$ cat src/rtl/memory_arbiter_if.sv
`default_nettype none
// +--------------------------------------------------------------------+
// | Module      : memory_arbiter_if                                    |
// | Description : Requester-side handshake plus Memory-side bus of the |
// |               two-port memory arbiter, bundled into one interface. |
// | Revision    : 1.0 - initial release                                |
// +--------------------------------------------------------------------+
interface memory_arbiter_if #(
  parameter int DATA_WIDTH = 32,
  parameter int ADDR_WIDTH = 32
);
  // Requester side (port 0 = instruction fetch, port 1 = data load/store)
  logic [1:0]            req_valid;
  logic [1:0]            req_write;
  logic [ADDR_WIDTH-1:0] req_addr0;
  logic [ADDR_WIDTH-1:0] req_addr1;
  logic [DATA_WIDTH-1:0] req_wdata0;
  logic [DATA_WIDTH-1:0] req_wdata1;
  logic [1:0]            req_ready;
  logic [1:0]            resp_valid;
  logic [DATA_WIDTH-1:0] resp_rdata;

  // Memory side
  logic                  MemRead;
  logic                  MemWrite;
  logic [ADDR_WIDTH-1:0] Address;
  logic [DATA_WIDTH-1:0] writeData;
  logic [DATA_WIDTH-1:0] ReadData;

  // Arbiter view: receives requests and read data, drives responses and Memory controls
  modport slave (
    input  req_valid, req_write, req_addr0, req_addr1, req_wdata0, req_wdata1,
    input  ReadData,
    output req_ready, resp_valid, resp_rdata,
    output MemRead, MemWrite, Address, writeData
  );

  // Environment view: requesters plus the Memory block
  modport master (
    output req_valid, req_write, req_addr0, req_addr1, req_wdata0, req_wdata1,
    output ReadData,
    input  req_ready, resp_valid, resp_rdata,
    input  MemRead, MemWrite, Address, writeData
  );
endinterface
`default_nettype wire

$ cat src/rtl/memory_arbiter.sv
`default_nettype none
// +--------------------------------------------------------------------+
// | Module      : memory_arbiter                                       |
// | Description : Two-requester round-robin arbiter/sequencer in front |
// |               of a single-port Memory. One access in flight; read  |
// |               data or a write acknowledge returns to the issuer.   |
// | Revision    : 1.0 - initial release                                |
// +--------------------------------------------------------------------+
module memory_arbiter #(
  parameter int DATA_WIDTH   = 32,
  parameter int ADDR_WIDTH   = 32,
  parameter int READ_LATENCY = 1    // legal range 1..15
) (
  input  logic              clk_i,
  input  logic              rst_i,
  memory_arbiter_if.slave   bus
);

  localparam int              CNT_W      = 4;
  localparam logic [CNT_W-1:0] C_LAT_LOAD = CNT_W'(READ_LATENCY - 1);

  typedef enum logic [1:0] {
    ST_IDLE  = 2'd0,
    ST_ISSUE = 2'd1,
    ST_WAIT  = 2'd2,
    ST_RESP  = 2'd3
  } state_t;

  state_t                state_q;
  logic                  last_grant_q;   // port granted most recently
  logic                  port_q;         // port owning the in-flight access
  logic                  write_q;        // in-flight access is a write
  logic [CNT_W-1:0]      cnt_q;          // remaining read-latency cycles
  logic [1:0]            resp_valid_q;
  logic [DATA_WIDTH-1:0] resp_rdata_q;
  logic                  mem_read_q;
  logic                  mem_write_q;
  logic [ADDR_WIDTH-1:0] addr_q;
  logic [DATA_WIDTH-1:0] wdata_q;

  logic [1:0]            grant_d;
  logic                  sel_write_d;
  logic [ADDR_WIDTH-1:0] sel_addr_d;
  logic [DATA_WIDTH-1:0] sel_wdata_d;

  // Round-robin grant: a lone requester always wins; on contention the
  // port that did not win last time is chosen. Only offered in IDLE.
  always_comb begin
    grant_d = 2'b00;
    if (state_q == ST_IDLE) begin
      case (bus.req_valid)
        2'b01:   grant_d = 2'b01;
        2'b10:   grant_d = 2'b10;
        2'b11:   grant_d = last_grant_q ? 2'b01 : 2'b10;
        default: grant_d = 2'b00;
      endcase
    end
  end

  // Request fields of the granted port, latched on accept
  always_comb begin
    sel_write_d = grant_d[1] ? bus.req_write[1] : bus.req_write[0];
    sel_addr_d  = grant_d[1] ? bus.req_addr1    : bus.req_addr0;
    sel_wdata_d = grant_d[1] ? bus.req_wdata1   : bus.req_wdata0;
  end

  // Sequencer FSM with registered Memory controls and response outputs
  always_ff @(posedge clk_i) begin
    if (rst_i) begin
      state_q      <= ST_IDLE;
      last_grant_q <= 1'b1;
      port_q       <= 1'b0;
      write_q      <= 1'b0;
      cnt_q        <= '0;
      resp_valid_q <= 2'b00;
      resp_rdata_q <= '0;
      mem_read_q   <= 1'b0;
      mem_write_q  <= 1'b0;
      addr_q       <= '0;
      wdata_q      <= '0;
    end else begin
      case (state_q)
        ST_IDLE: begin
          if (grant_d != 2'b00) begin
            port_q       <= grant_d[1];
            last_grant_q <= grant_d[1];
            write_q      <= sel_write_d;
            addr_q       <= sel_addr_d;
            wdata_q      <= sel_wdata_d;
            mem_write_q  <= sel_write_d;
            mem_read_q   <= ~sel_write_d;
            state_q      <= ST_ISSUE;
          end
        end

        ST_ISSUE: begin
          // Strobes last exactly one cycle; Address/writeData keep their value
          mem_read_q  <= 1'b0;
          mem_write_q <= 1'b0;
          if (write_q) begin
            resp_valid_q <= {port_q, ~port_q};
            resp_rdata_q <= '0;
            state_q      <= ST_RESP;
          end else begin
            cnt_q   <= C_LAT_LOAD;
            state_q <= ST_WAIT;
          end
        end

        ST_WAIT: begin
          if (cnt_q == '0) begin
            resp_rdata_q <= bus.ReadData;
            resp_valid_q <= {port_q, ~port_q};
            state_q      <= ST_RESP;
          end else begin
            cnt_q <= cnt_q - 1'b1;
          end
        end

        ST_RESP: begin
          resp_valid_q <= 2'b00;
          state_q      <= ST_IDLE;
        end

        default: begin
          state_q <= ST_IDLE;
        end
      endcase
    end
  end

  assign bus.req_ready  = grant_d;
  assign bus.resp_valid = resp_valid_q;
  assign bus.resp_rdata = resp_rdata_q;
  assign bus.MemRead    = mem_read_q;
  assign bus.MemWrite   = mem_write_q;
  assign bus.Address    = addr_q;
  assign bus.writeData  = wdata_q;

endmodule
`default_nettype wire

$ cat src/flat_wrapper.sv
// flat-port wrapper written by rule: the top's interface ports become plain ports
module memory_arbiter_flat 
#(
  parameter int DATA_WIDTH   = 32,
  parameter int ADDR_WIDTH   = 32,
  parameter int READ_LATENCY = 1                        
)
  (clk_i, rst_i, bus_req_valid, bus_req_write, bus_req_addr0, bus_req_addr1, bus_req_wdata0, bus_req_wdata1, bus_ReadData, bus_req_ready, bus_resp_valid, bus_resp_rdata, bus_MemRead, bus_MemWrite, bus_Address, bus_writeData);
  memory_arbiter_if #(.DATA_WIDTH(DATA_WIDTH), .ADDR_WIDTH(ADDR_WIDTH)) bus_i ();
  input  logic clk_i;
  input  logic rst_i;
  input wire logic [$bits(bus_i.req_valid)-1:0] bus_req_valid;
  input wire logic [$bits(bus_i.req_write)-1:0] bus_req_write;
  input wire logic [$bits(bus_i.req_addr0)-1:0] bus_req_addr0;
  input wire logic [$bits(bus_i.req_addr1)-1:0] bus_req_addr1;
  input wire logic [$bits(bus_i.req_wdata0)-1:0] bus_req_wdata0;
  input wire logic [$bits(bus_i.req_wdata1)-1:0] bus_req_wdata1;
  input wire logic [$bits(bus_i.ReadData)-1:0] bus_ReadData;
  output wire logic [$bits(bus_i.req_ready)-1:0] bus_req_ready;
  output wire logic [$bits(bus_i.resp_valid)-1:0] bus_resp_valid;
  output wire logic [$bits(bus_i.resp_rdata)-1:0] bus_resp_rdata;
  output wire logic [$bits(bus_i.MemRead)-1:0] bus_MemRead;
  output wire logic [$bits(bus_i.MemWrite)-1:0] bus_MemWrite;
  output wire logic [$bits(bus_i.Address)-1:0] bus_Address;
  output wire logic [$bits(bus_i.writeData)-1:0] bus_writeData;
  assign bus_i.req_valid = bus_req_valid;
  assign bus_i.req_write = bus_req_write;
  assign bus_i.req_addr0 = bus_req_addr0;
  assign bus_i.req_addr1 = bus_req_addr1;
  assign bus_i.req_wdata0 = bus_req_wdata0;
  assign bus_i.req_wdata1 = bus_req_wdata1;
  assign bus_i.ReadData = bus_ReadData;
  assign bus_req_ready = bus_i.req_ready;
  assign bus_resp_valid = bus_i.resp_valid;
  assign bus_resp_rdata = bus_i.resp_rdata;
  assign bus_MemRead = bus_i.MemRead;
  assign bus_MemWrite = bus_i.MemWrite;
  assign bus_Address = bus_i.Address;
  assign bus_writeData = bus_i.writeData;
  memory_arbiter #(.DATA_WIDTH(DATA_WIDTH), .ADDR_WIDTH(ADDR_WIDTH), .READ_LATENCY(READ_LATENCY)) u_core (.clk_i(clk_i), .rst_i(rst_i), .bus(bus_i));
endmodule
$ cat config.mk
export PLATFORM = sky130hd
export DESIGN_NAME = memory_arbiter_flat
export DESIGN_NICKNAME = d
export VERILOG_FILES = /design/src/rtl/memory_arbiter_if.sv /design/src/rtl/memory_arbiter.sv /design/src/flat_wrapper.sv
export SDC_FILE = /design/constraint.sdc
export NUM_CORES = 1
export LEC_CHECK = 0
export ABC_AREA = 0
export CAP_MARGIN = 15
export CORE_MARGIN = 3
export CORE_UTILIZATION = 41
export DETAILED_ROUTE_END_ITERATION = 10
export GPL_ROUTABILITY_DRIVEN = 0
export GPL_TIMING_DRIVEN = 0
export HOLD_SLACK_MARGIN = 0.05
export PLACE_DENSITY = 0.91
export SLEW_MARGIN = 20
export SYNTH_ARGS = -nofsm -noshare
export SYNTH_HDL_FRONTEND = slang
export SYNTH_SLANG_ARGS = --single-unit
$ cat constraint.sdc
create_clock -name clk_i -period 2.66 [get_ports clk_i]
set_input_delay 0.266 -clock clk_i [delete_from_list [all_inputs] [get_ports clk_i]]
set_output_delay 0.266 -clock clk_i [all_outputs]
set_load 0.05 [all_outputs]
==> run metrics, run 1 <==
post-route cell area 7530 sq um; root buffer cell clkbuf_8; crit-path cells inv_1 -> ha_1 -> buf_2 -> and2_1 -> clkdlybuf4s50_1; vias in the first global route 4969; Detail Route Antenna Nets 0; Power Dens Cells 881 nW/um^2; cell taking the most area after synthesis dfxtp_1; Max FO, Critical Path 10; warnings from Yosys 0; Slew headroom between 60 and 70%; Slowest cell on crit path clkdlybuf4s50_1; antenna violations before repair 0; WL/cell approximately 17 microns; synth unique cells 36; worst clock skew 0.0114 ns; initial DRC count 332; CTS tree done; clock sink count 109; fillers 766; peak supply drop about 500 uV; layout cells sized above 1 between 6 and 7%; top-area cell type share of the netlist area about half; hold path endpoint u_core.bus.MemWrite; slowest stage delay, CP 0.83 ns; Synth-to-Final Area Change 68.3%; status completed; post-CTS resize count 1; die area 12200 sq um; Hold-fix buffers, CTS 0; GRT Total Usage around a quarter; WP data required 2.39 ns; Die Y-Extent between 100 and 150 microns; most instantiated library cell after synthesis dfxtp_1; Worst-Margin Slew 0.580 ns; Detailed Route WL 15400 microns; CTS Buf Count 9; RR Endpoint u_core.bus.Address[19]; drt via density 5.26; Ports 268; H-tree level count 3; GRT overflow 0; placed inst area 7310 sq um; clk_lat worst skew 0.36 ns; Setup Fix Bufs, Post-CTS 0; CP delay by family, top buffers and inverters; first-pass GRT wire length about 24000 microns; area of the multi-input gates 1950 sq um; Static Leak 2.73 nW; type of the worst setup path flop to output pin; clock tree buffer depth 2; Die Wd 110 microns; fin crit share between 90% and 100%; Synth top cells by count 109 x dfxtp_1, 98 x nand2_1, 70 x o21ai_0; fin crit period 2.54 ns; CP Buf/Inv Count 3; mapped cell area 4470 sq um; # port buffers about 270; Antenna Cells 0; RSZ-0062 raised after global routing false; Worst-path clk slew ~0.090 ns; Post-synth EDFFs 0; flop2flop setup slack 0.47 ns; Final nets 961; top post-synthesis cells by area dfxtp_1 49%, a22oi_1 11%, nand2_1 8.2%, o21ai_0 7.8%, a21oi_1 4.5%; Worst Hold Path Cells 2; core area 10500 sq um; R2R cell count 8; Setup crit start kind flop; Synth Area per Inst 8.74 sq um; maxcap violations 0; first drt pass iteration count 5; arrival time at the worst endpoint 2.27 ns; asr flop ratio synth 0%; DP HPWL 12200 microns; FMAX 394 MHz; number of core rows 37; Final Max Tran Viols 0; post-synthesis cell count ~500; via count 4890; worst r2r src u_core.state_q[0]; Setup crit end kind output pin; Final setup violation count 0; Hold Crit Class primary input to flop; Initial Util 42.8%; hold_sp rst_i; Syn Nets 684; Synth Register Bits 109; largest net degree at the start of global routing 17; Final Hold Fails 0; Power, Total 6.63 mW; Top FF cell, synth dfxtp_1; sequential share of the synthesized area 48.8%; # DRC 0; Sequential Area 2180 sq um
-- layer usage --
layer / wire length, microns / track usage (%) / share of wire (%)
met1: 5780 / 25.8 / 38
met2: 8040 / 44.8 / 52
met3: 1120 / 6.41 / 7.3
met4: 441 / 9.85 / 2.9
met5: 0 / 0 / 0
-- kinds of logic after synthesis --
kind of cell    Yosys count  share of synthesized area, %
compound gates          188                          26.3
simple gates            153                          14.7
flops                   109                          48.8
buf+inv                  52                          7.72
fa+ha+maj                 6                          1.68
mux                       4                         0.895
-- worst max path at each step --
stage | depth (start not counted) | slack, ns | startpoint | to
5_1_grt | 5 | 0.008 | u_core.state_q[1] | bus_req_ready[1]
3_3_place_gp | 5 | -0.04 | bus_req_valid[0] | bus_req_ready[0]
2_1_floorplan | 6 | 0.92 | u_core.state_q[0] | u_core.bus.MemRead
6_report | 5 | 0.12 | u_core.state_q[0] | bus_req_ready[1]
3_5_place_dp | 5 | -0.05 | bus_req_valid[0] | bus_req_ready[0]
4_1_cts | 5 | 0.12 | u_core.state_q[1] | bus_req_ready[1]
-- where the power goes --
part           total [mW]  switching (mW)  internal, mW
combinational        3.36            2.15          1.21
clock                1.12           0.541         0.580
sequential           2.15           0.189          1.96
-- state kept, by name, indices dropped and copies added (netlist names), 2 cells and up --
signal / flops
u_core.bus.Address: 32
u_core.bus.resp_rdata: 32
u_core.bus.writeData: 32
u_core.cnt_q: 4
u_core.bus.resp_valid: 2
u_core.state_q: 2
-- cells in the final DEF, fill, tap and decap left out, types with 2 or more instances in the layout --
cell type / instances
inv_1: 9
buf_2: 14
o21ai_0: 70
ha_1: 6
buf_6: 5
clkbuf_1: 14
mux2i_1: 4
dfxtp_1: 109
nand2_1: 98
a21boi_0: 2
and2_1: 2
nor2_1: 8
a22oi_1: 64
a21oi_1: 40
bufinv_16: 2
a32o_1: 2
clkbuf_8: 19
clkdlybuf4s50_1: 265
nand3b_1: 3
a211oi_1: 2
clkinv_2: 2
nor3_1: 4
nand3_1: 33
-- stage by stage --
step           setup slack (ns)  setup TNS, ns  hold slack [ns]  utilization, %  std cells
6_report                  0.121              0            0.193            72.0        930
4_1_cts                   0.119              0            0.171            72.0        930
5_1_grt                 0.00809              0            0.179            72.0        930
3_3_place_gp            -0.0397        -0.0397            0.433            69.8        914
3_5_place_dp            -0.0459        -0.0459            0.441            69.8        914
2_1_floorplan             0.922              0            0.428               -        512
-- layout make-up --
class | count | share of cell area [%]
plain buffers | 43 | 4.14
clock buffers | 12 | 2.06
clock inverters | 4 | 0.930
inverters | 9 | 0.449
multi-input cells | 351 | 25.9
flip-flops and latches | 109 | 29.0
well taps | 136 | 2.26
repair buffers | 266 | 35.3
No activity file was read; power rests on OpenSTA's default activity.
==> run 2: changes to the inputs <==
- CORE_ASPECT_RATIO: default -> 1.1
- CORE_MARGIN: 3 -> default
==> run 2 against run 1 <==
Clock power is 21% higher. Via count is 1.0% higher. First-iteration DRC count is 47% lower. Critical path depth stayed put. Register-to-register slack worse by 0.03 ns. Cell area is 1.1% higher. Largest power group unchanged. Highest routed layer unchanged.
==> run metrics, run 2 (synthesis results as in run 1) <==
H-tree level count 3 (unchanged); CTS Buf Count 9 (unchanged); type of the worst setup path flop to output pin (unchanged); Power Dens Cells 902 nW/um^2 (was 881 nW/um^2); Initial Util 42.6% (was 42.8%); Die Wd 102 microns (was 110 microns); WL/cell 15.7 microns (was 16.5 microns); commonest non-fill, non-tap cells in the layout 265 x clkdlybuf4s50_1, 109 x dfxtp_1, 98 x nand2_1 (unchanged); arrival time at the worst endpoint 2.21 ns (was 2.27 ns); Ports 268 (unchanged); GRT overflow 0 (unchanged); # port buffers 266 (unchanged); most common cell after layout, fill and taps aside clkdlybuf4s50_1 (unchanged); fillers 761 (was 766); Final Max Tran Viols 0 (unchanged); Detail Route Antenna Nets 0 (unchanged); core area 10500 sq um (about the same); Non-Filler Instances 937 (was 930); root buffer cell clkbuf_16 (was clkbuf_8); met3 Resource Use GR 6.15% (was 6.41%); number of core rows 39 (was 37); status completed (unchanged); Fin Setup TNS 0 ns (unchanged); Worst Hold Path Cells 2 (unchanged); die area 11300 sq um (was 12200 sq um); fin util 72.6% (was 72.0%); M1 GR Usage 24.7% (was 25.8%); drt via density 5.27 (was 5.26); Detailed Route WL 14700 microns (was 15400 microns); clock tree buffer depth 2 (unchanged); Antenna Cells 0 (unchanged); Static Leak 2.75 nW (was 2.73 nW); Synth-to-Final Area Change 70.2% (was 68.3%); R2R cell count 8 (unchanged); # DRC 0 (unchanged); worst hold margin 0.208 ns (was 0.193 ns); Setup crit start kind flop (unchanged); RSZ-0062 raised after global routing false (unchanged); DP HPWL 11600 microns (was 12200 microns); layout cells sized above 1 6.17% (unchanged); Setup crit end kind output pin (unchanged); Final Hold Fails 0 (unchanged); clock sink count 109 (unchanged); Max FO, Critical Path 10 (unchanged); initial DRC count 175 (was 332); Final setup violation count 0 (unchanged); vias in the first global route 4890 (was 4969); clk_lat worst skew 0.34 ns (was 0.36 ns); maxcap violations 0 (unchanged); Inst Count DP 921 (was 914); Worst-path clk slew 0.07 ns (was 0.09 ns); Slew headroom 62.0% (was 61.2%); Setup Fix Bufs, Post-CTS 0 (unchanged); GRT Total Usage 25.4% (was 24.2%); Worst-Margin Slew 0.568 ns (was 0.580 ns); WP data required 2.39 ns (about the same); met2 Usage GRT 47.6% (was 44.8%); CTS tree done (unchanged); via count 4939 (was 4890); antenna violations before repair 0 (unchanged); largest net degree at the start of global routing 18 (was 17); FMAX 403 MHz (was 394 MHz); first drt pass iteration count 5 (unchanged); Power, Total 6.87 mW (was 6.63 mW); fin crit period 2.48 ns (was 2.54 ns); Final nets 961 (unchanged); worst clock skew 0.00575 ns (was 0.0114 ns); Hold Crit Class primary input to flop (unchanged); first-pass GRT wire length 22500 microns (was 24400 microns); fin crit share 93.2% (was 95.4%); Die Y-Extent 112 microns (was 110 microns); global routing's busiest layer met2 (unchanged); peak supply drop 456 uV (was 498 uV)
-- run 2: final cells by class --
cell class / instances / area, sq um / share of cell area, %
Timing Repair Buffer: 266 / 2660 / 34.9
Buffer: 43 / 312 / 4.09
Clock buffer: 11 / 243 / 3.19
Multi-Input combinational cell: 351 / 1950 / 25.6
Clock inverter: 5 / 58.8 / 0.772
Inverter: 9 / 33.8 / 0.444
Sequential cell: 109 / 2180 / 28.7
Tap cell: 143 / 179 / 2.35
-- run 2: stage by stage --
step	worst slack, ns	instance area (sq um)
6_report	0.181	7620
5_1_grt	0.0676	7620
4_1_cts	0.149	7620
3_5_place_dp	-0.0736	7320
3_3_place_gp	-0.0638	7320
2_1_floorplan	0.922	4470
-- run 2: final timing paths --
path | slack (ns) | start | end
worst max register to register | 0.44 | u_core.state_q[0] | u_core.bus.Address[16]
worst max-delay path | 0.18 | u_core.state_q[0] | bus_req_ready[1]
worst min-delay path | 0.21 | rst_i | u_core.bus.MemWrite
worst min register to register | 0.45 | u_core.bus.resp_rdata[5] | u_core.bus.resp_rdata[5]
-- run 2: critical path, cell delays in order, from the launching register on --
cell and delay [ns]:
dfxtp_1 0.36, inv_1 0.11, ha_1 0.14, buf_2 0.21, and2_1 0.21, clkdlybuf4s50_1 0.84
-- run 2: routing by layer --
metal	vias up	wire [microns]	share of wire, %
li1	2373	-	-
met1	2276	5250	36
met2	241	7670	52
met3	49	1170	7.9
met4	0	646	4.4
met5	-	0	0
-- run 2: repair_timing --
action                     in CTS  in global routing
hold buffers                    0                  0
gates resized for setup         1                  0
setup endpoints to repair       1                  0
-- run 2: report_power, final --
group | switching (mW) | internal (mW) | total [mW]
logic | 2.14 | 1.21 | 3.35
registers | 0.196 | 1.97 | 2.16
clock network | 0.596 | 0.758 | 1.35
